File: src/rtl/simon_pkg.sv
// Shared sizing and state encoding for the Simon key-schedule / round sequencer.
package simon_pkg;

   localparam int N       = 16;
   localparam int M       = 4;
   localparam int T       = 32;
   localparam int COUNT_W = $clog2(T);

   typedef enum logic [2:0] {
      S_IDLE  = 3'd0,
      S_KLOAD = 3'd1,
      S_KEXP  = 3'd2,
      S_PLOAD = 3'd3,
      S_ROUND = 3'd4,
      S_DONE  = 3'd5
   } state_t;

endpackage

File: src/rtl/simon_sched_ctrl.sv
// Sequencer for a Simon block cipher: optional key load/expansion, block load,
// T rounds (forward or reverse index), then a one-cycle done pulse.
//
// state   | meaning
// --------+-----------------------------------------------------------
// S_IDLE  | waiting for start, ready=1
// S_KLOAD | one cycle, load M key words, key_ok cleared
// S_KEXP  | T-M cycles, expand key words M..T-1
// S_PLOAD | one cycle, load the data block
// S_ROUND | T cycles, index 0..T-1 (encrypt) or T-1..0 (decrypt)
// S_DONE  | one cycle completion pulse
module simon_sched_ctrl
   import simon_pkg::*;
#(
   parameter int N = simon_pkg::N,
   parameter int M = simon_pkg::M,
   parameter int T = simon_pkg::T
) (
   input  logic                 clk,
   input  logic                 nReset,
   input  logic                 start,
   input  logic                 enc_dec,
   input  logic                 new_key,
   input  logic                 abort,
   output logic                 ready,
   output logic                 kLd,
   output logic                 kExp,
   output logic                 pLd,
   output logic                 rnd_en,
   output logic                 dir,
   output logic [$clog2(T)-1:0] count,
   output logic                 done,
   output logic                 key_ok
);

   localparam int CW = $clog2(T);
   localparam logic [CW-1:0] CNT_FIRST_EXP = CW'(M);
   localparam logic [CW-1:0] CNT_LAST      = CW'(T - 1);

   generate
      if (N < 1 || M < 1 || M >= T) begin : g_bad_params
         $error("simon_sched_ctrl: need N>=1 and 1<=M<T");
      end
   endgenerate

   state_t          state;
   state_t          state_nx;
   logic [CW-1:0]   count_nx;
   logic [CW-1:0]   round_last;
   logic            accept;

   assign accept     = (state == S_IDLE) && start && !abort;
   assign round_last = dir ? '0 : CNT_LAST;

   always_comb begin
      state_nx = state;
      unique case (state)
         S_IDLE:  if (accept) state_nx = (new_key || !key_ok) ? S_KLOAD : S_PLOAD;
         S_KLOAD: state_nx = S_KEXP;
         S_KEXP:  if (count == CNT_LAST) state_nx = S_PLOAD;
         S_PLOAD: state_nx = S_ROUND;
         S_ROUND: if (count == round_last) state_nx = S_DONE;
         S_DONE:  state_nx = S_IDLE;
         default: state_nx = S_IDLE;
      endcase
      // abort pre-empts every busy state, including the final KEXP/ROUND cycle
      if (abort && state != S_IDLE) state_nx = S_IDLE;
   end

   always_comb begin
      count_nx = '0;
      unique case (state_nx)
         S_KEXP:  count_nx = (state == S_KEXP) ? count + 1'b1 : CNT_FIRST_EXP;
         S_ROUND: begin
            if (state == S_ROUND) count_nx = dir ? count - 1'b1 : count + 1'b1;
            else                  count_nx = dir ? CNT_LAST : '0;
         end
         default: count_nx = '0;
      endcase
   end

   always_ff @(posedge clk or posedge nReset) begin
      if (nReset) begin
         state  <= S_IDLE;
         count  <= '0;
         dir    <= 1'b0;
         key_ok <= 1'b0;
      end else begin
         state <= state_nx;
         count <= count_nx;
         if (accept) dir <= enc_dec;
         if (state_nx == S_KLOAD)
            key_ok <= 1'b0;
         else if (state == S_KEXP && state_nx == S_PLOAD)
            key_ok <= 1'b1;
      end
   end

   // strobes are pure state decodes, so they are one-hot with each other
   assign ready  = (state == S_IDLE);
   assign kLd    = (state == S_KLOAD);
   assign kExp   = (state == S_KEXP);
   assign pLd    = (state == S_PLOAD);
   assign rnd_en = (state == S_ROUND);
   assign done   = (state == S_DONE);

endmodule

File: config.mk
export PLATFORM = sky130hd
export DESIGN_NAME = simon_sched_ctrl
export DESIGN_NICKNAME = d
export VERILOG_FILES = /design/src/rtl/simon_pkg.sv /design/src/rtl/simon_sched_ctrl.sv
export SDC_FILE = /design/constraint.sdc
export NUM_CORES = 1
export LEC_CHECK = 0
export ABC_AREA = 1
export ABC_CLOCK_PERIOD_IN_PS = 1500
export CORE_UTILIZATION = 43
export CTS_CLUSTER_DIAMETER = 120
export DETAILED_ROUTE_END_ITERATION = 12
export GPL_TIMING_DRIVEN = 0
export PLACE_DENSITY = 0.83
export SYNTH_ARGS = -nofsm -noshare
export SYNTH_HDL_FRONTEND = slang
export SYNTH_SLANG_ARGS = --single-unit
File: constraint.sdc
create_clock -name clk -period 1.5 [get_ports clk]
set_clock_uncertainty 0.05 [all_clocks]
set_input_delay 0.45 -clock clk [delete_from_list [all_inputs] [get_ports clk]]
set_output_delay 0.45 -clock clk [all_outputs]
set_load 0.01 [all_outputs]
# ---- After elaboration in Yosys (flattened, before gate mapping)
# Index checks and enable logic that the tools add are counted.
dict set report word_totals {
  reg_bits 10
  input_bits 6
  out_inout_bits 13
  wordCells 41
}
dict set report classes {
  addsub 2
  n_eq_ne 11
  n_mux 14
  reduce_logical 10
}
# op count
set op_table {}
lappend op_table {{two-way mux 5 bit} 5}
lappend op_table {{case mux 3 bit (5 select lines)} 1}
lappend op_table {{equality test 3 x 2 -> 1 bit (second input constant)} 4}
lappend op_table {{two-way mux 3 bit} 4}
lappend op_table {{case mux 5 bit (2 select lines)} 1}
lappend op_table {{equality test 3 bit (second input constant)} 3}
lappend op_table {{equality test 3 x 1 -> 1 bit (second input constant)} 2}
lappend op_table {{adder 5 x 1 -> 5 bit (second input constant)} 1}
lappend op_table {{equality test 5 bit} 1}
lappend op_table {{equality test 5 bit (second input constant)} 1}
lappend op_table {{subtractor 5 x 1 -> 5 bit (second input constant)} 1}
lappend op_table {{logical AND 1 bit} 4}
lappend op_table {{logical NOT 3 bit} 1}
lappend op_table {{nonzero test 3 bit} 1}
lappend op_table {{logical NOT 1 bit} 2}
lappend op_table {{two-way mux 1 bit} 2}
lappend op_table {{two-way mux 2 bit} 1}
lappend op_table {{nonzero test 2 bit} 1}
lappend op_table {{logical OR 1 bit} 1}

# ---- Longest topological paths before layout
dict set report depth {
  depth_word 10
  ltp_mapped 11
  depth_no_buf 11
}

# ---- Worst setup path after synthesis
# OpenSTA, ideal clock, no wires.
dict set report synth_timing {
  kind {register to register}
  from {register count[0]}
  to {register count[3]}
  setup_ps 122
  arrival_time_ps 1436
  required_ps 1328
  path_slack_ps -108
  path_stages_with_launch 12
  path_buffers 0
  synth_period_minus_slack_ps 1608
  cell_sequence {dfrtp_1 ha_1 nand2_1 nor2_1 ha_1 inv_1 nor2_1 nor2_2 nand2_1 nand2_2 nand2_2 o21ai_1}
}
dict set report synth_between {
  elab_chain_cells 6
  word_cells_on_any_way 14
  classes_between {2 x add/sub; 4 x eq/ne; 8 x mux}
}
# item line_no
set synth_lines {}
lappend synth_lines {{start, declared} simon_sched_ctrl.sv:31} ;# output logic [$clog2(T)-1:0] count,
lappend synth_lines {{start signal, assigned} simon_sched_ctrl.sv:90} ;# count <= count_nx;
lappend synth_lines {{equality test 5 bit (on tied branches)} {simon_sched_ctrl.sv:62, simon_sched_ctrl.sv:60}}
lappend synth_lines {{two-way mux 3 bit (on tied branches)} {simon_sched_ctrl.sv:62, simon_sched_ctrl.sv:60}}
lappend synth_lines {{case mux 3 bit (5 select lines)} simon_sched_ctrl.sv:57} ;# unique case (state)
lappend synth_lines {{two-way mux 3 bit} simon_sched_ctrl.sv:67} ;# if (abort && state != S_IDLE) state_nx = S_IDLE;
lappend synth_lines {{equality test 3 bit or equality test 3 x 2 -> 1 bit (tied branches)} simon_sched_ctrl.sv:72} ;# unique case (state_nx)
lappend synth_lines {{case mux 5 bit (2 select lines) *} simon_sched_ctrl.sv:72}
lappend synth_lines {{via count_nx[3]} simon_sched_ctrl.sv:48} ;# logic [CW-1:0] count_nx;
# Mark *: on every way through the listed nets, which the timed path passes. The rest lies on a longest branch.
# A chain may end at the register's enable or synchronous reset.

# ---- Worst setup path in the final report
dict set report layout_timing {
  from {register state[0]}
  to {output port kLd}
}
dict set report layout_between {
  elab_chain_cells 1
}
# item line_no
set layout_lines {}
lappend layout_lines {{start, declared} simon_sched_ctrl.sv:46} ;# state_t state;
lappend layout_lines {{start signal, assigned} simon_sched_ctrl.sv:89} ;# state <= state_nx;
lappend layout_lines {{equality test 3 x 1 -> 1 bit} simon_sched_ctrl.sv:101} ;# assign kLd = (state == S_KLOAD);
lappend layout_lines {{end, declared} simon_sched_ctrl.sv:26} ;# output logic kLd,
# No other way between the ends.

==> flow_metrics.py <==
metrics = {
    "clock_tree": {
        "cts_tree": "done",
        "path_clk_slew_ns": 0.07,
        "cts_max_path_buffers": 2,
        "htree_levels": 1,
        "cts_made_buffers": 3,
        "root_buffer": "clkbuf_4",
        "clock_latency_ns": 0.27,
        "cts_sinks": 10,
    },
    "synth": {
        "syn_inst": 113,
        "syn_nets": 122,
        "ys_seq_area_share_pct": 31.4,
        "ys.warnings.count": 0,
        "yosysUniqueCellTypes": 25,
        "syn_avg_cell_area_um2": 7.05,
        "synth_seq_cells": 10,
        "async_flop_share_pct": 100,
        "synth_edf_count": 0,
        "synth_ff_type": "dfrtp_1",
        "netlist_area_um2": 797,
    },
    "timing": {
        "fmax_mhz": 565,
        "tightest_slew_ns": 0.403,
        "finalSetupViolations": 14,
        "fin_crit_ns": 1.77,
        "final_max_slew_viol_count": 0,
        "finalHoldViolCount": 0,
        "fin_ws_ns": -0.269,
        "grt_setup_unrepaired": "true",
        "slew_headroom_pct": 73.1,
        "hold_slack_ns": 0.402,
        "min_period_over_period_pct": 118,
    },
    "worst_setup_path": {
        "endpoint_kind": "primary output",
        "worstPathRequired_ns": 1.00,
        "crit_path_max_fanout": 2,
        "crit_arrival_ns": 1.27,
        "start_kind": "register",
        "critical_path_class": "register to primary output",
    },
    "global_route": {
        "grt_pass1_vias": 852,
        "grt_pass1_wl_um": 3860,
        "use_met1_pct": 32.2,
        "antenna_found_initial": 0,
        "use_met2_pct": 47.5,
        "grt-busiest-layer": "met2",
        "grt_start_max_net_pins": 11,
        "groute.usage.overall_pct": 26.6,
        "grt_overflow": 0,
        "met3_usage_pct": 2.80,
    },
    "placed_design": {
        "dp.cells": 156,
        "dp_hpwl_um": 1350,
        "port_buffers": 18,
        "gp_congestion": 0.834,
    },
    "finish": {
        "diodes": 0,
        "nets": 171,
        "drive_gt1_share_pct": 47.8,
        "fill_cells": 116,
        "synthToLayoutAreaGrowth_pct": 72.8,
        "utilization_pct": 79.8,
        "final_cells": 186,
    },
    "floorplan": {
        "rows": 15,
        "start_util_pct": 46.2,
        "die-area_um2": 2030,
        "core_area_um2": 1730,
        "die_h_um": 45.1,
        "die_w_um": 45.1,
        "ios": 19,
    },
    "route": {
        "via_per_inst": 4.96,
        "drt_first_pass_iters": 4,
        "drcViolationCount": 0,
        "drt.antenna.violating_nets": 0,
        "num_vias": 923,
        "finalWirelength_um": 2640,
        "wl_per_cell_um": 14.2,
        "drt-initial-drc-count": 34,
    },
    "pwr": {
        "p_leak_nw": 0.692,
        "power_mw": 2.06,
        "power.density_nw_per_um2": 1500,
        "max-vdd-ir-drop_mv": 1.09,
    },
    "status": {
        "violations": "setup timing",
        "status": "finished, violations left",
    },
    "job": {
        "drv_cap": 0,
    },
    "min_path": {
        "hold_path_class": "input port to asynchronous set/reset pin",
    },
}
## synth_stat cells, types with 3 or more instances
cell      n  area (um2)
nand3_1   7        35.0
o21ai_1   6        30.0
ha_1      3        37.5
inv_1    16        60.1
nand2_1  20        75.1
dfrtp_1  10         250
inv_2     6        22.5
xor2_1    3        26.3
o21ai_0   6        30.0
nand2_2   4        25.0
a21oi_1   3        15.0
nor2_1   15        56.3
## placed cells by master (no fill, tap or decap), types with 2 or more instances in the layout
cell and n:
a21oi_1 2, inv_2 6, buf_6 11, clkdlybuf4s15_1 2
nand3_1 6, nand3_4 2, inv_1 13, xor2_1 3
inv_4 2, dlygate4sd2_1 4, nor2_1 11, nand2_2 5
dfrtp_1 8, nand2_1 16, o21ai_0 6, nand2_4 3
buf_4 18, dfrtp_2 2, nor2_2 2, buf_2 4
nor2_4 4, clkdlybuf4s50_1 5, o21ai_2 5, clkbuf_4 3
## where the power goes
group / internal, mW / leakage (nW) / switching, mW
combinational: 0.666 / 0.540 / 0.742
sequential: 0.337 / 0.131 / 0.0659
clock: 0.148 / 0.0210 / 0.104
total: 1.15 / 0.692 / 0.912
## critical path, stage by stage, from the launching register on
cell     delay (ns)
dfrtp_1        0.40
buf_6          0.13
inv_4          0.03
or2_1          0.21
nor2_1         0.10
buf_2          0.13
## timing repair
item / in CTS / in global routing
pin swaps: 8 / 10
hold buffers: 0 / 0
gates resized for setup: 61 / 20
endpoints found under the setup margin: 20 / 18
setup buffers: 19 / 7
## state kept, by name, summed over array words and instances, names as in the netlist
register,cells
state,3
dir,1
count,5
key_ok,1
## path summary, 6_finish.rpt
check                           end  slack, ns  depth (start not counted)  startpoint
max                             kLd      -0.27                          5    state[0]
min                          key_ok       0.40                          2      nReset
max reg2reg                count[3]      -0.20                         11    count[0]
min reg2reg                  key_ok       0.70                          3      key_ok
max in group asynchronous  count[0]       0.68                          2      nReset
min in group clk             key_ok       0.70                          3      key_ok
## through the flow
stage | instance area [um2] | TNS [ns] | worst slack [ns]
floorplan | 798 | -0.405 | -0.0890
global placement | 1010 | -4.46 | -0.425
detailed placement | 1010 | -4.67 | -0.449
CTS | 1260 | -1.97 | -0.272
global route | 1380 | -2.97 | -0.338
finish | 1380 | -2.15 | -0.269
## cell type report
type | instances | area, um2 | area share (%)
multi-input combinational | 80 | 576 | 41.8
timing repair buffer | 44 | 384 | 27.9
sequential | 10 | 253 | 18.3
inverter | 22 | 92.6 | 6.72
clock buffer | 4 | 36.3 | 2.63
tap | 25 | 31.3 | 2.27
buffer | 1 | 5.00 | 0.363
## per-layer routing
| metal | share of wire (%) | vias up |
|---|---|---|
| met4 | 0.95 | 0 |
| met5 | 0 | - |
| met3 | 4.6 | 4 |
| met2 | 54 | 39 |
| li1 | - | 449 |
| met1 | 40 | 431 |
## logic make-up after synthesis
kind of cell / count (synthesis) / share of synthesized area [%]
flops: 10 / 31.4
fa+ha+maj: 3 / 4.71
buf+inv: 23 / 11.0
xor+xnor: 4 / 4.40
simple gates: 55 / 35.2
compound gates: 18 / 13.3
(Power assumes the default switching activity.)
